**src/rtl/mac_norm_stage_if.sv**
```systemverilog
// Handshake and data bundle for mac_norm_stage.
// master: upstream/downstream environment; slave: the normalizer itself.
interface mac_norm_stage_if;
  logic        in_valid;
  logic        in_ready;
  logic [16:0] sum_in;
  logic [5:0]  max_exp_in;
  logic [4:0]  Q_frac_in;
  logic        out_valid;
  logic        out_ready;
  logic [10:0] norm_sum_with_leading1;
  logic [4:0]  signed_exp_diff;
  logic        exp_carry;
  logic        sign;
  logic [5:0]  max_exp;
  logic [4:0]  Q_frac;
  logic        inexact;

  modport slave (
    input  in_valid, sum_in, max_exp_in, Q_frac_in, out_ready,
    output in_ready, out_valid, norm_sum_with_leading1, signed_exp_diff,
           exp_carry, sign, max_exp, Q_frac, inexact
  );

  modport master (
    output in_valid, sum_in, max_exp_in, Q_frac_in, out_ready,
    input  in_ready, out_valid, norm_sum_with_leading1, signed_exp_diff,
           exp_carry, sign, max_exp, Q_frac, inexact
  );
endinterface

```
**src/rtl/mac_norm_stage.sv**
```systemverilog
// Two-stage normalizer for the MAC accumulator sum.
// S1 registers sign/magnitude; S2 does leading-one detect and shift.
// Optional macro MAC_NORM_ROUND_EN: round-to-nearest-even on right shifts
// instead of truncation (default build truncates).
module mac_norm_stage #(
  parameter int unsigned SUM_W    = 17,
  parameter int unsigned NORM_POS = 10
) (
  input  logic            clk,
  input  logic            rst,
  mac_norm_stage_if.slave bus
);

  localparam int unsigned MANT_W = NORM_POS + 1;
  localparam int unsigned P_W    = 5;

  logic               s1_valid;
  logic               s1_sign;
  logic [SUM_W-1:0]   s1_mag;
  logic [5:0]         s1_max_exp;
  logic [4:0]         s1_q_frac;
  logic               s1_advance;

  logic [P_W-1:0]     lod_p;
  logic [P_W-1:0]     sh;
  logic [SUM_W-1:0]   low_mask;
  logic [MANT_W-1:0]  n_norm;
  logic [4:0]         n_diff;
  logic               n_carry;
  logic               n_inexact;
`ifdef MAC_NORM_ROUND_EN
  logic [SUM_W-1:0]   half_mask;
  logic               half_bit;
  logic               sticky;
  logic [MANT_W:0]    rnd;
`endif

  // Stage loads when empty or when its contents move on this cycle.
  assign s1_advance   = !bus.out_valid || bus.out_ready;
  assign bus.in_ready = !s1_valid || s1_advance;

  // S1: capture sign, magnitude and pass-through fields.
  always_ff @(posedge clk) begin
    if (rst) begin
      s1_valid   <= 1'b0;
      s1_sign    <= 1'b0;
      s1_mag     <= '0;
      s1_max_exp <= '0;
      s1_q_frac  <= '0;
    end else if (bus.in_ready) begin
      s1_valid <= bus.in_valid;
      if (bus.in_valid) begin
        s1_sign    <= bus.sum_in[SUM_W-1];
        s1_mag     <= bus.sum_in[SUM_W-1] ? SUM_W'(-bus.sum_in) : bus.sum_in;
        s1_max_exp <= bus.max_exp_in;
        s1_q_frac  <= bus.Q_frac_in;
      end
    end
  end

  // S2 combinational: leading-one detect, shift, inexact and optional rounding.
  always_comb begin
    lod_p     = '0;
    sh        = '0;
    low_mask  = '0;
    n_norm    = '0;
    n_diff    = '0;
    n_carry   = 1'b0;
    n_inexact = 1'b0;
`ifdef MAC_NORM_ROUND_EN
    half_mask = '0;
    half_bit  = 1'b0;
    sticky    = 1'b0;
    rnd       = '0;
`endif
    for (int i = 0; i < int'(SUM_W); i++) begin
      if (s1_mag[i]) lod_p = P_W'(i);
    end
    if (s1_mag != '0) begin
      n_carry = (lod_p == P_W'(SUM_W - 1));
      n_diff  = n_carry ? 5'd5 : 5'(lod_p - P_W'(NORM_POS));
      if (lod_p < P_W'(NORM_POS)) begin
        n_norm = MANT_W'(s1_mag << (P_W'(NORM_POS) - lod_p));
      end else begin
        sh        = lod_p - P_W'(NORM_POS);
        n_norm    = MANT_W'(s1_mag >> sh);
        low_mask  = (SUM_W'(1) << sh) - SUM_W'(1);
        n_inexact = |(s1_mag & low_mask);
`ifdef MAC_NORM_ROUND_EN
        if (sh != '0) begin
          half_mask = SUM_W'(1) << (sh - P_W'(1));
          half_bit  = |(s1_mag & half_mask);
          sticky    = |(s1_mag & (half_mask - SUM_W'(1)));
          if (half_bit && (sticky || n_norm[0])) begin
            rnd = (MANT_W + 1)'(n_norm) + (MANT_W + 1)'(1);
            if (rnd[MANT_W]) begin
              n_norm = MANT_W'(1) << NORM_POS;
              n_diff = n_diff + 5'd1;
            end else begin
              n_norm = rnd[MANT_W-1:0];
            end
          end
        end
`endif
      end
    end
  end

  // S2 registers: output fields, held while stalled.
  always_ff @(posedge clk) begin
    if (rst) begin
      bus.out_valid              <= 1'b0;
      bus.norm_sum_with_leading1 <= '0;
      bus.signed_exp_diff        <= '0;
      bus.exp_carry              <= 1'b0;
      bus.sign                   <= 1'b0;
      bus.max_exp                <= '0;
      bus.Q_frac                 <= '0;
      bus.inexact                <= 1'b0;
    end else if (s1_advance) begin
      bus.out_valid <= s1_valid;
      if (s1_valid) begin
        bus.norm_sum_with_leading1 <= n_norm;
        bus.signed_exp_diff        <= n_diff;
        bus.exp_carry              <= n_carry;
        bus.sign                   <= s1_sign;
        bus.max_exp                <= s1_max_exp;
        bus.Q_frac                 <= s1_q_frac;
        bus.inexact                <= n_inexact;
      end
    end
  end

endmodule

```
**src/flat_wrapper.sv**
```systemverilog
// flat-port wrapper written by rule: the top's interface ports become plain ports
module mac_norm_stage_flat 
#(
  parameter int unsigned SUM_W    = 17,
  parameter int unsigned NORM_POS = 10
)
  (clk, rst, bus_in_valid, bus_sum_in, bus_max_exp_in, bus_Q_frac_in, bus_out_ready, bus_in_ready, bus_out_valid, bus_norm_sum_with_leading1, bus_signed_exp_diff, bus_exp_carry, bus_sign, bus_max_exp, bus_Q_frac, bus_inexact);
  mac_norm_stage_if bus_i ();
  input  logic clk;
  input  logic rst;
  input wire logic [$bits(bus_i.in_valid)-1:0] bus_in_valid;
  input wire logic [$bits(bus_i.sum_in)-1:0] bus_sum_in;
  input wire logic [$bits(bus_i.max_exp_in)-1:0] bus_max_exp_in;
  input wire logic [$bits(bus_i.Q_frac_in)-1:0] bus_Q_frac_in;
  input wire logic [$bits(bus_i.out_ready)-1:0] bus_out_ready;
  output wire logic [$bits(bus_i.in_ready)-1:0] bus_in_ready;
  output wire logic [$bits(bus_i.out_valid)-1:0] bus_out_valid;
  output wire logic [$bits(bus_i.norm_sum_with_leading1)-1:0] bus_norm_sum_with_leading1;
  output wire logic [$bits(bus_i.signed_exp_diff)-1:0] bus_signed_exp_diff;
  output wire logic [$bits(bus_i.exp_carry)-1:0] bus_exp_carry;
  output wire logic [$bits(bus_i.sign)-1:0] bus_sign;
  output wire logic [$bits(bus_i.max_exp)-1:0] bus_max_exp;
  output wire logic [$bits(bus_i.Q_frac)-1:0] bus_Q_frac;
  output wire logic [$bits(bus_i.inexact)-1:0] bus_inexact;
  assign bus_i.in_valid = bus_in_valid;
  assign bus_i.sum_in = bus_sum_in;
  assign bus_i.max_exp_in = bus_max_exp_in;
  assign bus_i.Q_frac_in = bus_Q_frac_in;
  assign bus_i.out_ready = bus_out_ready;
  assign bus_in_ready = bus_i.in_ready;
  assign bus_out_valid = bus_i.out_valid;
  assign bus_norm_sum_with_leading1 = bus_i.norm_sum_with_leading1;
  assign bus_signed_exp_diff = bus_i.signed_exp_diff;
  assign bus_exp_carry = bus_i.exp_carry;
  assign bus_sign = bus_i.sign;
  assign bus_max_exp = bus_i.max_exp;
  assign bus_Q_frac = bus_i.Q_frac;
  assign bus_inexact = bus_i.inexact;
  mac_norm_stage #(.SUM_W(SUM_W), .NORM_POS(NORM_POS)) u_core (.clk(clk), .rst(rst), .bus(bus_i));
endmodule
```
**config.mk**
```make
export PLATFORM = sky130hd
export DESIGN_NAME = mac_norm_stage_flat
export DESIGN_NICKNAME = d
export VERILOG_FILES = /design/src/rtl/mac_norm_stage_if.sv /design/src/rtl/mac_norm_stage.sv /design/src/flat_wrapper.sv
export SDC_FILE = /design/constraint.sdc
export NUM_CORES = 1
export LEC_CHECK = 0
export ABC_AREA = 1
export BUFFER_PORTS_ARGS = -buffer_cell sky130_fd_sc_hd__buf_2
export CORE_MARGIN = 5
export CORE_UTILIZATION = 57
export DETAILED_ROUTE_END_ITERATION = 7
export PLACE_DENSITY_LB_ADDON = 0.05
export SLEW_MARGIN = 20
export SYNTH_ARGS = -nofsm -noshare
export SYNTH_HDL_FRONTEND = slang
export SYNTH_SLANG_ARGS = --single-unit
```
**constraint.sdc**
```tcl
create_clock -name clk -period 6.7 [get_ports clk]
set_clock_uncertainty 0.1 [all_clocks]
set_input_delay 1.005 -clock clk [delete_from_list [all_inputs] [get_ports clk]]
set_output_delay 1.005 -clock clk [all_outputs]
set_load 0.01 [all_outputs]
```
---- Word-level counts from Yosys, hierarchy flattened ----
Index checks and enable logic that the tools add are counted.
storage, ports and cells
  register bits after elaboration ......... 61
  input bits .............................. 32
cells by class
  $add $sub $neg .......................... 4
  order comparisons ....................... 1
  equal/unequal tests ..................... 1
  shift-type cells ........................ 3
  mux-type cells .......................... 24
  bitwise operators ....................... 1
  reductions and logical operators ........ 8
operator list
  kind                                                                           count
  4-bit 2-to-1 mux                                                               8
  11-bit 2-to-1 mux                                                              2
  17-bit bitwise AND                                                             1
  17-bit 2-to-1 mux                                                              1
  17-bit negation                                                                1
  17-bit nonzero test                                                            1
  17-bit OR reduction                                                            1
  1-bit by 5-bit << shifter with 17-bit output (first input constant)            1
  17-bit by 5-bit << shifter with 11-bit output                                  1
  17-bit by 5-bit right shift with 11-bit output                                 1
  17-bit by 2-bit subtractor with 17-bit output (second input constant)          1
  5-bit 2-to-1 mux                                                               3
  3-bit 2-to-1 mux                                                               4
  5-bit equality test (second input constant)                                    1
  5-bit by 4-bit less-than comparator with 1-bit output (second input constant)  1
  4-bit by 5-bit subtractor with 5-bit output (first input constant)             1
  5-bit by 4-bit subtractor with 5-bit output (second input constant)            1
  1-bit 2-to-1 mux                                                               4
  2-bit 2-to-1 mux                                                               2
  2-bit AND reduction                                                            2
  1-bit logical NOT                                                              2
  1-bit logical OR                                                               2

---- Depth between registers and ports, before layout ----
Gate-level depths: netlist (run 1).
  depth after elaboration ................. 23
  depth in mapped cells ................... 35

---- Least setup slack after synthesis (run 1) ----
OpenSTA, ideal clock, no wires.
  path type ............................... flip-flop to flip-flop
  from .................................... register u_core.s1_mag[2]
  to ...................................... register u_core.bus.inexact
  arrival ................................. 3,446 ps
  data required time ...................... 6,469 ps
  path slack .............................. 3,023 ps
  cell stages (with the launch flop) ...... 33
  buffers on the path ..................... 2
  period minus slack after synthesis ...... 3,677 ps
  cell sequence ........................... dfxtp_1 inv_2 nand2_1 nand2_1 nand2_1 nand2_1 nand2_1 nand2_1 nand2_1 nand2_1 inv_1 buf_2 ha_1 buf_2 clkinv_1 nand2_1 a21oi_1 nand2_1 ha_1 nand3_1 ha_1 nand2_1 o221ai_1 a21oi_1 nand2_1 inv_1 nand2_1 nor2_1 nand3_1 nor2_1 nand3_1 nand2_1 a21oi_2
between the ends
  word-level cells in the longest chain between the ends .. 22
  elaborated cells on any way between the ends .. 24
  classes of those cells .................. add/sub: 2; order compare: 1; shift: 1; mux: 17; bitwise: 1; reduce/logical: 2
ends and longest elaborated chain
  element                                        RTL line                 RTL
  start: declaration                             mac_norm_stage.sv:19     logic [SUM_W-1:0] s1_mag;
  start signal: assignment                       mac_norm_stage.sv:54     s1_mag <= bus.sum_in[SUM_W-1] ? SUM_W'(-bus.sum_in) : bus.sum_in;
  2-bit 2-to-1 mux (2 in series)                 mac_norm_stage.sv:77     if (s1_mag[i]) lod_p = P_W'(i);
  3-bit 2-to-1 mux (4 in series)                 mac_norm_stage.sv:77
  4-bit 2-to-1 mux (8 in series)                 mac_norm_stage.sv:77
  5-bit 2-to-1 mux                               mac_norm_stage.sv:77
  5-bit by 4-bit subtractor with 5-bit output    mac_norm_stage.sv:85     sh = lod_p - P_W'(NORM_POS);
  1-bit by 5-bit << shifter with 17-bit output   mac_norm_stage.sv:87     low_mask = (SUM_W'(1) << sh) - SUM_W'(1);
  17-bit by 2-bit subtractor with 17-bit output  mac_norm_stage.sv:87
  17-bit bitwise AND                             mac_norm_stage.sv:88     n_inexact = |(s1_mag & low_mask);
  17-bit OR reduction                            mac_norm_stage.sv:88
  1-bit 2-to-1 mux                               mac_norm_stage.sv:82     if (lod_p < P_W'(NORM_POS)) begin
  1-bit 2-to-1 mux (*)                           mac_norm_stage.sv:79     if (s1_mag != '0) begin
  end signal: assignment                         mac_norm_stage.sv:129    bus.inexact <= n_inexact;
  end: declaration                               mac_norm_stage_if.sv:22  exp_carry, sign, max_exp, Q_frac, inexact
Mark *: on every way between the ends. The rest lies on a longest branch, timed or not.
A chain may end at the register's enable or synchronous reset.

---- Worst setup path in the final report (run 1) ----
Same ends and word-level chain as after synthesis.

==> impl_metrics.env, run 1 <==
export IMPL_fmax_mhz=211
export IMPL_synth_area_leaders="dfxtp_1, nand2_1, nand3_1, nor2_1, o21ai_0"
export IMPL_post_cts_repair_setup_buffers=0
export IMPL_drtAntennaViolNets=0
export IMPL_status="completed"
export IMPL_grt_antenna_before_repair=0
export IMPL_p_total_mw=1.40
export IMPL_swShare=0.452
export IMPL_syn_area_per_cell_um2=6.07
export IMPL_critPathSlowestCell="ha_1"
export IMPL_critPathArrivalTime_ns=4.85
export IMPL_setup_viol=0
export IMPL_drive_above_1_share=0.169
export IMPL_mostFrequentLayoutCells="nand2_1, nand3_1, nor2_1, buf_2"
export IMPL_fin_tns_setup_ns=0
export IMPL_netlist_area_mm2=0.00458
export IMPL_die_h_um=99.6
export IMPL_p_int_mw=0.768
export IMPL_holdCritPathClass="reg -> reg"
export IMPL_combPwrFrac=0.465
export IMPL_p_switching_mw=0.632
export IMPL_synth_cells=755
export IMPL_cts_buffers=9
export IMPL_vdd_drop_max_uv=171
export IMPL_path_max_fanout=20
export IMPL_cp_required_ns=6.81
export IMPL_clock_sinks=61
export IMPL_tightestPinTransition_ns=1.02
export IMPL_grt_pass1_wl_mm=23.8
export IMPL_wirelength_mm=14.4
export IMPL_cts_hold_fix_buffers=0
export IMPL_fin_ws_ns=1.95
export IMPL_port_buffers=63
export IMPL_max_stage_delay_ns=0.64
export IMPL_rsz0062_at_grt="no"
export IMPL_power_frac_clock=0.239
export IMPL_synth_seq_cells=61
export IMPL_fp_coreArea_mm2=0.00777
export IMPL_power_density_mw_per_mm2=275
export IMPL_syn_to_final_growth_pct=11.1
export IMPL_critPathMostFrequentCell="nand2_1"
export IMPL_crit_path_end_kind="flop"
export IMPL_fillers=733
export IMPL_synth_nets=798
export IMPL_grt_overflow_total=0
export IMPL_worstSetupPathType="reg -> reg"
export IMPL_cts_buffer_depth=2
export IMPL_wire_per_inst_um=15.9
export IMPL_finalWorstPathRequiredPeriod_ns=4.75
export IMPL_viasPerCell=5.73
export IMPL_die_width_um=99.6
export IMPL_clk_root_buffer_cell="clkbuf_8"
export IMPL_drc=0
export IMPL_cap_viol_max_count=0
export IMPL_rows=32
export IMPL_drt_first_iter_violations=495
export IMPL_grt_max_degree=39
export IMPL_synth_top_cell_area_share=0.267
export IMPL_max_slew_margin=0.322
export IMPL_post_route_period_util=0.709
export IMPL_ys_warn_count=0
export IMPL_start_util=0.590
export IMPL_dp_hpwl_mm=11.1
export IMPL_antenna_cells=0
export IMPL_dr_pass1_iters=7
export IMPL_cts_tree="built"
export IMPL_pin_count=64
export IMPL_h_tree_depth=3
export IMPL_vias=5200
export IMPL_yosys_area_top_type="dfxtp_1"
export IMPL_ys_seq_area_frac=0.267
export IMPL_globalplace_congestion=1.06
export IMPL_post_place_ws_ns=2.05
export IMPL_grt_total_usage=0.297
export IMPL_mostFrequentLayoutCell="nand2_1"
export IMPL_cts_resized=0
export IMPL_clk_pin_slew_worst_paths_ns=0.07
export IMPL_p_leak_nw=2.56
export IMPL_drv_slew=0
export IMPL_die_area_mm2=0.00993
export IMPL_hold_viol=0
export IMPL_seqPwrFrac=0.296
export IMPL_synth_distinct_cells=43
export IMPL_critPathLaunchType="flop"
export IMPL_grt_pass1_vias=4930
export IMPL_final_nets=843
export IMPL_clk_latency_ns=0.34
-- cell usage after synthesis, drive strengths merged --
| library cell | number |
|---|---|
| nand4 | 5 |
| nor4 | 3 |
| o211ai | 3 |
| nor3b | 1 |
| o31ai | 1 |
| dfxtp | 61 |
| o21ai | 58 |
| xor2 | 7 |
| buf | 11 |
| or2 | 3 |
| o21a | 1 |
| a21boi | 1 |
| nand3 | 116 |
| a21oi | 37 |
| nand3b | 4 |
| nor3 | 11 |
| o221ai | 6 |
| inv | 74 |
| clkbuf | 20 |
| a31oi | 2 |
| ha | 11 |
| xnor2 | 2 |
| clkinv | 1 |
| nor2 | 110 |
| nand2 | 202 |
| o21bai | 2 |
| a22oi | 1 |
| o22ai | 1 |
-- registers in the layout (all words and copies together), names as in the netlist --
register,flops
u_core.s1_mag,17
u_core.bus.norm_sum_with_leading1,11
u_core.bus.max_exp,6
u_core.s1_max_exp,6
u_core.bus.Q_frac,5
u_core.bus.signed_exp_diff,5
u_core.s1_q_frac,5
u_core.bus.exp_carry,1
u_core.bus.inexact,1
u_core.bus.out_valid,1
u_core.bus.sign,1
u_core.s1_sign,1
u_core.s1_valid,1
-- worst max-delay path: cells and delay by family (launching register included) --
kind / cells / cell delay (ns)
flip-flops: 1 / 0.33
buffers and inverters: 5 / 1.01
AO/OA/AOI/OAI: 4 / 0.41
AND/OR/NAND/NOR: 19 / 1.59
adder cells (fa/ha/maj): 3 / 1.18
-- final timing paths --
| path | startpoint | cells after the start | slack, ns | end |
|---|---|---|---|---|
| worst min register to register | u_core.bus.norm_sum_with_leading1[6] | 2 | 0.36 | u_core.bus.norm_sum_with_leading1[6] |
| worst max-delay path | u_core.s1_mag[2] | 31 | 1.95 | u_core.bus.inexact |
| worst max register to register | u_core.s1_mag[2] | 31 | 1.95 | u_core.bus.inexact |
| worst min-delay path | u_core.bus.norm_sum_with_leading1[6] | 2 | 0.36 | u_core.bus.norm_sum_with_leading1[6] |
-- power groups by stage --
stage / registers (mW) / logic [mW] / clock network (mW)
finish: 0.414 / 0.651 / 0.334
global placement: 0.419 / 0.639 / 0
CTS: 0.413 / 0.639 / 0.337
detailed placement: 0.421 / 0.636 / 0
floorplan: 0.425 / 0.472 / 0
global route: 0.418 / 0.721 / 0.355
-- area by class of cell --
| cell class | count | area, um2 | share of cell area |
|---|---|---|---|
| Inverter | 75 | 287 | 0.0563 |
| Clock inverter | 7 | 73.8 | 0.0145 |
| Tap cell | 102 | 128 | 0.0251 |
| Multi-Input combinational cell | 588 | 2920 | 0.575 |
| Sequential cell | 61 | 1220 | 0.240 |
| Clock buffer | 9 | 124 | 0.0243 |
| Timing Repair Buffer | 65 | 330 | 0.0649 |
-- layer usage --
metal | global-route usage | vias to the layer above | wire (um)
met5 | 0 | - | 0
met3 | 0.0421 | 48 | 1070
li1 | - | 2563 | -
met2 | 0.493 | 239 | 6820
met4 | 0.153 | 0 | 638
met1 | 0.374 | 2350 | 5900
-- kinds of logic after synthesis --
family                   count (synthesis)  share of synthesized area
XOR/XNOR                                 9                     0.0172
flip-flops                              61                      0.267
buffers and inverters                  106                     0.0951
adder cells (fa/ha/maj)                 11                     0.0300
AO/OA/AOI/OAI                          113                      0.140
AND/OR/NAND/NOR                        455                      0.451
-- per-stage QoR --
stage,hold WS [ns],instances,cell area (um2),utilization
final,0.363,907,5090,0.655
after global routing,0.387,907,5090,0.655
after CTS,0.364,907,5090,0.655
after detailed placement,0.353,891,4890,0.630
after floorplan,0.342,755,4580,-
after global placement,0.351,891,4890,0.630
Note: power is estimated with default switching activity, not from simulation.
==> run 2, diff against run 1 <==
--- a/config.mk
+++ b/config.mk
@@ -5,10 +5,10 @@
 export SDC_FILE = /design/constraint.sdc
 export NUM_CORES = 1
 export LEC_CHECK = 0
-export ABC_AREA = 1
+export ABC_AREA = 0
 export BUFFER_PORTS_ARGS = -buffer_cell sky130_fd_sc_hd__buf_2
 export CORE_MARGIN = 5
-export CORE_UTILIZATION = 57
+export CORE_UTILIZATION = 53
 export DETAILED_ROUTE_END_ITERATION = 7
 export PLACE_DENSITY_LB_ADDON = 0.05
 export SLEW_MARGIN = 20
==> constraint.sdc (replaced) <==
create_clock -name clk -period 3.9 [get_ports clk]
set_clock_uncertainty 0.1 [all_clocks]
set_input_delay 0.585 -clock clk [delete_from_list [all_inputs] [get_ports clk]]
set_output_delay 0.585 -clock clk [all_outputs]
set_load 0.01 [all_outputs]
==> impl_metrics.env, run 2 <==
export IMPL_p_total_mw=2.61
export IMPL_mostFrequentLayoutCells="nand2_1, buf_2, a21oi_1, dfxtp_1, nor2_1"
export IMPL_antenna_cells=0
export IMPL_holdPathStages=2
export IMPL_regMostFlops="u_core.s1_mag"
export IMPL_die_h_um=105
export IMPL_rows=34
export IMPL_port_buffers=63
export IMPL_clk_latency_ns=0.36
export IMPL_hp_start="u_core.bus.signed_exp_diff[0]"
export IMPL_fin_tns_setup_ns=0
export IMPL_r2r_start="u_core.s1_mag[13]"
export IMPL_combPwrFrac=0.483
export IMPL_critPathSlowestCell="o41a_1"
export IMPL_wirelength_mm=15.4
export IMPL_drtAntennaViolNets=0
export IMPL_grt_max_degree=44
export IMPL_p_switching_mw=1.06
export IMPL_power_density_mw_per_mm2=455
export IMPL_r2r_slack_ns=0.15
export IMPL_syn_area_per_cell_um2=7.56
export IMPL_fillers=799
export IMPL_r2r_end="u_core.bus.inexact"
export IMPL_final_core_util=0.650
export IMPL_path_max_fanout=15
export IMPL_dp_cells=798
export IMPL_final_nets=750
export IMPL_globalplace_congestion=0.984
export IMPL_p_int_mw=1.54
export IMPL_hold_end="u_core.bus.signed_exp_diff[0]"
export IMPL_drive_above_1_share=0.242
export IMPL_cp_num_buf_inv=2
export IMPL_swShare=0.407
export IMPL_post_route_period_util=0.961
export IMPL_cp_required_ns=4.05
export IMPL_pin_count=64
export IMPL_h_tree_depth=3
export IMPL_p_leak_nw=2.32
export IMPL_fmax_mhz=267
export IMPL_cts_buffers=9
export IMPL_holdCritPathClass="reg -> reg"
export IMPL_tightestPinTransition_ns=0.786
export IMPL_largest_reg_flops=17
export IMPL_grt_antenna_before_repair=0
export IMPL_synth_area_leaders="dfxtp_1, nand2_1, a21oi_1, mux2i_1, nor2_1"
export IMPL_max_slew_margin=0.473
export IMPL_drv_slew=0
export IMPL_synth_distinct_cells=79
export IMPL_synth_nets=680
export IMPL_vdd_drop_max_uv=280
export IMPL_clk_pin_slew_worst_paths_ns=0.09
export IMPL_grt_pass1_wl_mm=24.6
export IMPL_power_frac_clock=0.250
export IMPL_fp_coreArea_mm2=0.00881
export IMPL_whs_ns=0.350
export IMPL_die_width_um=105
export IMPL_cts_buffer_depth=2
export IMPL_synth_seq_cells=61
export IMPL_mostFrequentLayoutCell="nand2_1"
export IMPL_syn_to_final_growth_pct=18.9
export IMPL_critPathArrivalTime_ns=3.89
export IMPL_crit_path_end_kind="flop"
export IMPL_setup_viol=0
export IMPL_dp_hpwl_mm=11.6
export IMPL_start_util=0.547
export IMPL_viasPerCell=6.28
export IMPL_path_cells="or2_1 > o31ai_1 > a21o_1 > buf_4 > buf_4 > ha_1 > nand2b_1 > nor2_1 > o31ai_2 > ha_1 > nand2_1 > o221ai_2 > a221oi_2 > o221ai_1 > a221oi_2 > o2111ai_1 > o41a_1"
export IMPL_ff2ff_path_depth=17
export IMPL_drc=0
export IMPL_max_stage_delay_ns=0.38
export IMPL_seqPwrFrac=0.268
export IMPL_async_flop_share=0
export IMPL_stdcell_count=820
export IMPL_yosys_area_top_type="dfxtp_1"
export IMPL_dr_pass1_iters=7
export IMPL_cap_viol_max_count=0
export IMPL_clock_sinks=61
export IMPL_synthTopCellsByCount="nand2_1, dfxtp_1, a21oi_1, nor2_1, clkbuf_1"
export IMPL_synth_most_common_cell="nand2_1"
export IMPL_ys_warn_count=0
export IMPL_clk_root_buffer_cell="clkbuf_8"
export IMPL_netlist_area_mm2=0.00482
export IMPL_cts_tree="built"
export IMPL_drt_first_iter_violations=363
export IMPL_synth_cells=637
export IMPL_grt_total_usage=0.273
export IMPL_wire_per_inst_um=18.8
export IMPL_ys_flop_type="dfxtp_1"
export IMPL_rsz0062_at_grt="yes"
export IMPL_vias=5146
export IMPL_grt_overflow_total=0
export IMPL_hold_viol=0
export IMPL_synth_edf_count=0
export IMPL_worstSetupPathType="reg -> reg"
export IMPL_status="completed"
export IMPL_ys_seq_area_frac=0.253
export IMPL_die_area_mm2=0.0111
export IMPL_critPathLaunchType="flop"
export IMPL_cpLargestDelayFamily="compound AO/OA/AOI/OAI gates"
export IMPL_grt_pass1_vias=4835
export IMPL_synth_top_cell_area_share=0.253
export IMPL_finalWorstPathRequiredPeriod_ns=3.75
export IMPL_cts_hold_fix_buffers=0
export IMPL_largestRegisters="u_core.s1_mag x17, u_core.bus.norm_sum_with_leading1 x11"
-- run 2: changes by cell type in the layout (fill, tap and decap cells not counted), moves of 21 or more --
cell,change
o21ai_0,-21
inv_1,-53
buf_4,+50
a21oi_1,+21
nor2_1,-46
nand2_1,-80
mux2i_1,+23
nand3_1,-100
-- run 2: routing by layer --
| layer | track usage | vias to the layer above | part of all wire |
|---|---|---|---|
| met1 | 0.348 | 2383 | 0.41 |
| li1 | - | 2459 | - |
| met5 | 0 | - | 0 |
| met4 | 0.138 | 0 | 0.040 |
| met2 | 0.437 | 255 | 0.46 |
| met3 | 0.0593 | 49 | 0.089 |
-- run 2: area by class of cell --
cell class              instances  area, um2  share of cell area
repair buffers                115        706               0.123
clock buffers                   9        124              0.0216
inverters                      12       50.0             0.00874
multi-input cells             508       3380               0.590
flip-flops and latches         61       1230               0.215
clock inverters                 7       98.8              0.0173
well taps                     108        135              0.0236
-- run 2: metrics by stage --
| stage | area, um2 | setup slack, ns |
|---|---|---|
| floorplan | 4910 | -0.102 |
| global placement | 5420 | 0.196 |
| detailed placement | 5420 | 0.0302 |
| CTS | 5640 | 0.0147 |
| global route | 5730 | -0.0993 |
| finish | 5730 | 0.153 |
-- run 2: cell families (layout without fill, tap and decap cells) --
family	after synthesis	in the layout	synth area share
flops	61	61	0.253
compound gates	201	201	0.295
simple gates	243	243	0.238
mux	31	31	0.0805
fa+ha+maj	11	11	0.0286
xor+xnor	22	22	0.0439
buf+inv	68	143	0.0608
-- run 2: repair_timing --
action	4_1_cts	5_1_grt
resized for setup	0	12
setup buffers	0	6
endpoints found under the setup margin	0	1
-- run 2: worst reg2reg max path: stages (launching register included) --
cell       delay [ns]
dfxtp_4          0.36
or2_1            0.25
o31ai_1          0.24
a21o_1           0.19
buf_4            0.14
buf_4            0.21
ha_1             0.27
nand2b_1         0.17
nor2_1           0.08
o31ai_2          0.19
ha_1             0.26
nand2_1          0.08
o221ai_2         0.09
a221oi_2         0.17
o221ai_1         0.16
a221oi_2         0.19
o2111ai_1        0.13
o41a_1           0.38
-- run 2: worst max-delay path by stage --
stage | startpoint | slack (ns) | end | cells after the start
2_1_floorplan | u_core.s1_mag[13] | -0.10 | u_core.bus.inexact | 21
3_3_place_gp | u_core.s1_mag[12] | 0.20 | u_core.bus.inexact | 19
3_5_place_dp | u_core.s1_mag[9] | 0.03 | u_core.bus.inexact | 19
4_1_cts | u_core.s1_mag[4] | 0.01 | u_core.bus.inexact | 19
5_1_grt | u_core.s1_mag[13] | -0.1 | u_core.bus.inexact | 19
6_report | u_core.s1_mag[13] | 0.15 | u_core.bus.inexact | 17
-- run 2: power groups by stage --
stage | clock network (mW) | registers, mW | logic [mW]
floorplan | 0 | 0.710 | 0.854
global route | 0.687 | 0.704 | 1.36
finish | 0.650 | 0.697 | 1.26
detailed placement | 0 | 0.711 | 1.19
CTS | 0.663 | 0.697 | 1.19
global placement | 0 | 0.709 | 1.18
